**src/rtl/ours_axi_limiter_pkg.sv**
```systemverilog
// Shared helpers for the AXI outstanding-transaction limiter.
package ours_axi_limiter_pkg;

    function automatic int unsigned cnt_width(input int unsigned max);
        return $clog2(max + 1);
    endfunction

endpackage

```
**src/rtl/ours_outstanding_counter.sv**
```systemverilog
// Saturating in-flight counter: +1 on inc, -1 on dec, flags a dec seen at zero.
module ours_outstanding_counter
    import ours_axi_limiter_pkg::*;
#(
    parameter int unsigned MAX = 4,
    localparam int unsigned CW = cnt_width(MAX)
) (
    input  logic          clk,
    input  logic          rst,
    input  logic          inc,
    input  logic          dec,
    output logic [CW-1:0] count,
    output logic          full,
    output logic          underflow_pulse
);

    assign full            = (count == CW'(MAX));
    assign underflow_pulse = dec & ~inc & (count == '0);

    // inc at MAX is excluded by the upstream gating, so no upper clamp is needed
    always_ff @(posedge clk) begin
        if (rst) begin
            count <= '0;
        end else if (inc & ~dec) begin
            count <= count + CW'(1);
        end else if (dec & ~inc & (count != '0)) begin
            count <= count - CW'(1);
        end
    end

endmodule

```
**src/rtl/ours_axi_outstanding_limiter.sv**
```systemverilog
// Caps in-flight AXI writes/reads by gating AW/AR on registered outstanding counts.
module ours_axi_outstanding_limiter
    import ours_axi_limiter_pkg::*;
#(
    parameter int unsigned AW_WIDTH           = 32,
    parameter int unsigned W_WIDTH            = 64,
    parameter int unsigned B_WIDTH            = 8,
    parameter int unsigned AR_WIDTH           = 32,
    parameter int unsigned R_WIDTH            = 64,
    parameter int unsigned R_LAST_POS         = 0,
    parameter int unsigned MAX_WR_OUTSTANDING = 4,
    parameter int unsigned MAX_RD_OUTSTANDING = 4,
    localparam int unsigned CW_WR = cnt_width(MAX_WR_OUTSTANDING),
    localparam int unsigned CW_RD = cnt_width(MAX_RD_OUTSTANDING)
) (
    input  logic                clk,
    input  logic                rst,

    input  logic                slave_aw_valid,
    input  logic [AW_WIDTH-1:0] slave_aw_info,
    output logic                slave_aw_ready,
    input  logic                slave_w_valid,
    input  logic [W_WIDTH-1:0]  slave_w_info,
    output logic                slave_w_ready,
    input  logic                slave_ar_valid,
    input  logic [AR_WIDTH-1:0] slave_ar_info,
    output logic                slave_ar_ready,
    output logic                slave_b_valid,
    output logic [B_WIDTH-1:0]  slave_b_info,
    input  logic                slave_b_ready,
    output logic                slave_r_valid,
    output logic [R_WIDTH-1:0]  slave_r_info,
    input  logic                slave_r_ready,

    output logic                master_aw_valid,
    output logic [AW_WIDTH-1:0] master_aw_info,
    input  logic                master_aw_ready,
    output logic                master_w_valid,
    output logic [W_WIDTH-1:0]  master_w_info,
    input  logic                master_w_ready,
    output logic                master_ar_valid,
    output logic [AR_WIDTH-1:0] master_ar_info,
    input  logic                master_ar_ready,
    input  logic                master_b_valid,
    input  logic [B_WIDTH-1:0]  master_b_info,
    output logic                master_b_ready,
    input  logic                master_r_valid,
    input  logic [R_WIDTH-1:0]  master_r_info,
    output logic                master_r_ready,

    output logic [CW_WR-1:0]    wr_outstanding,
    output logic [CW_RD-1:0]    rd_outstanding,
    output logic                err_underflow,
    input  logic                clr_err
);

    logic wr_full, rd_full;
    logic wr_uf, rd_uf;
    logic aw_fire, ar_fire, b_fire, r_last_fire;

    // gating sees only registered fullness, so valid never depends on ready
    assign master_aw_valid = slave_aw_valid & ~wr_full & ~rst;
    assign slave_aw_ready  = master_aw_ready & ~wr_full & ~rst;
    assign master_aw_info  = slave_aw_info;
    assign master_ar_valid = slave_ar_valid & ~rd_full & ~rst;
    assign slave_ar_ready  = master_ar_ready & ~rd_full & ~rst;
    assign master_ar_info  = slave_ar_info;

    assign master_w_valid = slave_w_valid;
    assign master_w_info  = slave_w_info;
    assign slave_w_ready  = master_w_ready;
    assign slave_b_valid  = master_b_valid;
    assign slave_b_info   = master_b_info;
    assign master_b_ready = slave_b_ready;
    assign slave_r_valid  = master_r_valid;
    assign slave_r_info   = master_r_info;
    assign master_r_ready = slave_r_ready;

    assign aw_fire     = master_aw_valid & master_aw_ready;
    assign ar_fire     = master_ar_valid & master_ar_ready;
    assign b_fire      = master_b_valid & master_b_ready;
    assign r_last_fire = master_r_valid & master_r_ready & master_r_info[R_LAST_POS];

    ours_outstanding_counter #(.MAX(MAX_WR_OUTSTANDING)) u_wr_cnt (
        .clk             (clk),
        .rst             (rst),
        .inc             (aw_fire),
        .dec             (b_fire),
        .count           (wr_outstanding),
        .full            (wr_full),
        .underflow_pulse (wr_uf)
    );

    ours_outstanding_counter #(.MAX(MAX_RD_OUTSTANDING)) u_rd_cnt (
        .clk             (clk),
        .rst             (rst),
        .inc             (ar_fire),
        .dec             (r_last_fire),
        .count           (rd_outstanding),
        .full            (rd_full),
        .underflow_pulse (rd_uf)
    );

    // a new underflow wins over a simultaneous clear
    always_ff @(posedge clk) begin
        if (rst) begin
            err_underflow <= 1'b0;
        end else if (wr_uf | rd_uf) begin
            err_underflow <= 1'b1;
        end else if (clr_err) begin
            err_underflow <= 1'b0;
        end
    end

endmodule

```
**config.mk**
```make
export PLATFORM = sky130hd
export DESIGN_NAME = ours_axi_outstanding_limiter
export DESIGN_NICKNAME = d
export VERILOG_FILES = /design/src/rtl/ours_axi_limiter_pkg.sv /design/src/rtl/ours_outstanding_counter.sv /design/src/rtl/ours_axi_outstanding_limiter.sv
export SDC_FILE = /design/constraint.sdc
export NUM_CORES = 1
export LEC_CHECK = 0
export CAP_MARGIN = 10
export CORE_AREA = 8 8 161 163
export CTS_CLUSTER_SIZE = 25
export DETAILED_ROUTE_END_ITERATION = 10
export DIE_AREA = 0 0 169 171
export GPL_TIMING_DRIVEN = 1
export PLACE_DENSITY_LB_ADDON = 0.1
export SLEW_MARGIN = 20
export SYNTH_ARGS = -nofsm -noshare
export SYNTH_HDL_FRONTEND = slang
export SYNTH_SLANG_ARGS = --single-unit
```
**constraint.sdc**
```tcl
create_clock -name clk -period 5.96 [get_ports clk]
set_clock_uncertainty 0.2 [all_clocks]
set_input_delay 1.192 -clock clk [delete_from_list [all_inputs] [get_ports clk]]
set_output_delay 1.192 -clock clk [all_outputs]
set_load 0.02 [all_outputs]
```
[Word level (Yosys, flattened, before mapping)]
Index checks and enable logic that the tools add are counted.
Storage, ports and cells
  register bits: 7
  bits in latches: 0
  bits in writable memories: 0
  memory bits (read-only): 0
  bits of input ports: 213
  memories kept: 0
Cells by class
  add/subtract/negate cells: 4
  $mul: 0
  divide/modulo/power cells: 0
  $lt $le $gt $ge: 0
  equality and inequality tests: 2
  shift-type cells: 0
  mux-type cells: 6
  bitwise operators: 29
  reductions and logical operators: 7
Operator list (number)
  $and A1 B1 Y1: 21
  $mux W3: 4
  $not A1 Y1: 7
  $add A3 B1 Y3 const B: 2
  $eq A3 B3 Y1 const B: 2
  $logic_not A3 Y1: 2
  $reduce_bool A2 Y1: 3
  $reduce_bool A3 Y1: 2
  $sub A3 B1 Y3 const B: 2
  $mux W1: 2
  $or A1 B1 Y1: 1

[Longest topological paths before layout]
  depth after elaboration: 10
  gate-level depth with buffers: 8
  depth with buffers taken out: 8

[Modules after synthesis]
A second synthesis with hierarchy kept.
Second synthesis, totals
  cell total of the unflattened synthesis: 272
  area total of the unflattened synthesis: 2092.0 µm²
By module, submodules not included
  ours_axi_outstanding_limiter: instances 1, cells an instance 218, area an instance 1646.6 µm², sequential area each 20.0 µm²
  ours_outstanding_counter: instances 2, cells an instance 27, area an instance 222.7 µm², sequential area each 60.1 µm²

[Worst setup path before layout]
OpenSTA, ideal clock, no wires.
  path type: input port to output port
  start: input rst
  end: output master_ar_valid
  arrival time: 2150 ps
  required time: 4568 ps
  slack: 2418 ps
  stages: 3
  path buffers: 2
  cell sequence: clkbuf_1 > clkbuf_1 > nor3b_1
On the way
  longest elaborated chain between the ends: 2
Ends and longest elaborated chain
  from (decl): RTL line ours_axi_outstanding_limiter.sv:17  | input logic rst,
  $not A1 Y1: RTL line ours_axi_outstanding_limiter.sv:65  | assign master_ar_valid = slave_ar_valid & ~rd_full & ~rst;
  $and A1 B1 Y1: RTL line ours_axi_outstanding_limiter.sv:65
  to (decl): RTL line ours_axi_outstanding_limiter.sv:41  | output logic master_ar_valid,
No other way between the ends.

[Worst setup path in the final report]
  start: input rst
  end: output slave_ar_ready
On the way
  longest elaborated chain between the ends: 2
Ends and longest elaborated chain
  $not A1 Y1: RTL line ours_axi_outstanding_limiter.sv:66  | assign slave_ar_ready = master_ar_ready & ~rd_full & ~rst;
  $and A1 B1 Y1: RTL line ours_axi_outstanding_limiter.sv:66
  to (decl): RTL line ours_axi_outstanding_limiter.sv:27  | output logic slave_ar_ready,
No other way between the ends.

==> impl_metrics.py <==
metrics = {
    "synthesis": {
        "synth.avg_cell_area_um2": 7.89,
        "netlist_area_um2": 2100,
        "synth_cell_type_count": 24,
        "synth.net_count": 481,
        "syn_inst": 266,
        "ys_ff_latch": 7,
        "ys_seq_area_frac": 0.0668,
        "yosys_warnings": 0,
    },
    "power_and_ir_drop": {
        "p_leak_uw": 0.000375,
        "power_density_nw_per_um2": 196,
        "vdd_drop_max_mv": 0.0692,
    },
    "cts": {
        "cts_resized": 0,
        "cts_tree": "built",
        "numCtsBuffers": 3,
        "cts_hold_buf": 0,
        "clockRootBuffer": "clkbuf_16",
        "clockBufferDepth": 2,
        "clk_latency_ns": 0.23,
        "clock-sinks": 7,
        "cts_htree_levels": 1,
        "post-cts-setup-buffers": 0,
        "path_clk_slew_ns": 0.04,
    },
    "setup_path": {
        "critPathRequiredTime_ns": 4.57,
        "endpoint_kind": "output pin",
        "cpMostUsedCell": "clkdlybuf4s50_1",
        "cp_top_family": "buffers and inverters",
        "crit_arrival_ns": 2.96,
        "startpoint_type": "primary input",
        "slowest_delay_ns": 0.78,
        "crit_path_cell_trace": "clkdlybuf4s50_1 > nor3b_1 > clkdlybuf4s50_1",
        "setup.worst_path.class": "primary input to output pin",
        "cp_num_buf_inv": 2,
        "crit_fanout": 19,
        "slowest_stage": "clkdlybuf4s50_1",
    },
    "job": {
        "cap_violations": 0,
    },
    "timing": {
        "hold_violations": 0,
        "slew_headroom": 0.524,
        "fmax_mhz": 230,
        "layout_setup_ws_ns": 1.61,
        "period_minus_slack_ns": 4.35,
        "slew_violations": 0,
        "period_share": 0.730,
        "whs_ns": 0.382,
        "tightest_slew_ns": 0.712,
        "grt_setup_unrepaired": "no",
        "tns_ns": 0,
        "setup_viol": 0,
    },
    "floorplanning": {
        "fp-row-count": 56,
        "die_w_um": 169,
        "die_h_um": 171,
        "core_area_um2": 23300,
        "dieArea_um2": 28900,
        "start_util": 0.0902,
        "io_pins": 430,
    },
    "global_routing": {
        "grt_max_degree": 20,
        "grt_pass1_vias": 922,
        "grtUsageTotal": 0.0347,
        "antenna_found_initial": 0,
        "grt_first_pass_wirelength_um": 6840,
        "grt-ovfl-total": 0,
    },
    "route": {
        "ant_nets": 0,
        "via_per_inst": 1.91,
        "drc": 0,
        "wl_um": 5020,
        "wl_per_cell_um": 12.3,
        "dr.pass1.iters": 3,
        "vias": 778,
        "drt_iter0_markers": 32,
    },
    "final_layout": {
        "nets": 305,
        "fillers": 2778,
        "final_common_cell": "clkdlybuf4s50_1",
        "final_util": 0.0556,
        "layout-drive-gt1-share": 0.0899,
        "area_growth_pct": -38.4,
        "insertedDiodeCount": 0,
        "final_cell_mix": "27 x clkdlybuf4s50_1, 7 x dfxtp_1",
    },
    "placement": {
        "gp_congestion": 0.571,
        "hpwl_um": 4230,
        "place_ws_ns": 1.56,
        "port_buffers": 27,
    },
    "outcome": {
        "status": "complete, no violations",
    },
    "hold_path": {
        "hold_path.class": "flop to flop",
    },
}
-- routing by layer --
| layer | part of all wire | global-route usage | wire, µm |
|---|---|---|---|
| met5 | 0 | 0 | 0 |
| met2 | 0.39 | 0.0454 | 1980 |
| met4 | 0.18 | 0.0666 | 888 |
| met1 | 0.27 | 0.0246 | 1360 |
| met3 | 0.16 | 0.0235 | 797 |
-- area by class of cell --
type | count | area [µm²] | area share
sequential | 7 | 140 | 0.108
timing repair buffer | 27 | 270 | 0.209
inverter | 1 | 3.75 | 0.00290
tap | 319 | 399 | 0.309
multi-input combinational | 50 | 400 | 0.310
clock buffer | 4 | 78.8 | 0.0610
-- final timing paths --
path	startpoint	endpoint	slack [ns]	cells after the start
worst max-delay path	rst	slave_ar_ready	1.61	3
worst min register to register	u_wr_cnt.count[1]	u_wr_cnt.count[1]	0.38	2
worst max register to register	u_wr_cnt.count[0]	u_wr_cnt.count[2]	3.40	7
worst min-delay path	u_wr_cnt.count[1]	u_wr_cnt.count[1]	0.38	2
-- cell families (layout without fill, tap and decap cells) --
kind of cell               count (synthesis)  in the layout  synth area share
and+or+nand+nor                           36             36             0.113
adders and majority gates                  2              2            0.0191
DFF                                        7              7            0.0668
AOI/OAI and AO/OA                          2              2           0.00715
buffers and inverters                    209             32             0.742
muxes                                     10             10            0.0519
-- tightest hold or removal path: stages, from the launching register on --
cell	delay, ns
dfxtp_1	0.36
nand2b_1	0.10
mux2i_1	0.07
-- metrics by stage --
stage                     std cells  total power (µW)  area, µm²
after floorplan                 266               298       2100
after global placement          404               143       1210
after detailed placement        404               141       1210
after CTS                       408               262       1290
after global routing            408               274       1290
final                           408               254       1290
-- synth_stat cells, drive strengths merged --
cell type	n	area (µm²)
and3b	1	8.76
or3b	1	11.3
nor3b	3	27.5
nand2b	5	31.3
or3	2	12.5
nand3	1	5.00
o32a	1	10.0
mux2i	6	60.1
nor3	2	21.3
nand4	2	12.5
nand4b	1	23.8
nand2	6	22.5
nor2	6	22.5
dfxtp	7	140
clkbuf	2	7.51
buf	206	1550
a21oi	1	5.00
mux2	4	48.8
inv	1	3.75
nor2b	6	37.5
fa	2	40.0
-- where the power goes --
part	internal [µW]	total, µW	switching [µW]
logic	37.6	75.8	38.2
registers	52.1	60.5	8.41
clock network	89.3	117	28.0
-- flip-flops by register name, indices dropped and copies added, names as in the netlist --
signal,cells
u_wr_cnt.count,3
err_underflow,1
u_rd_cnt.count,3
(Power assumes the default switching activity.)
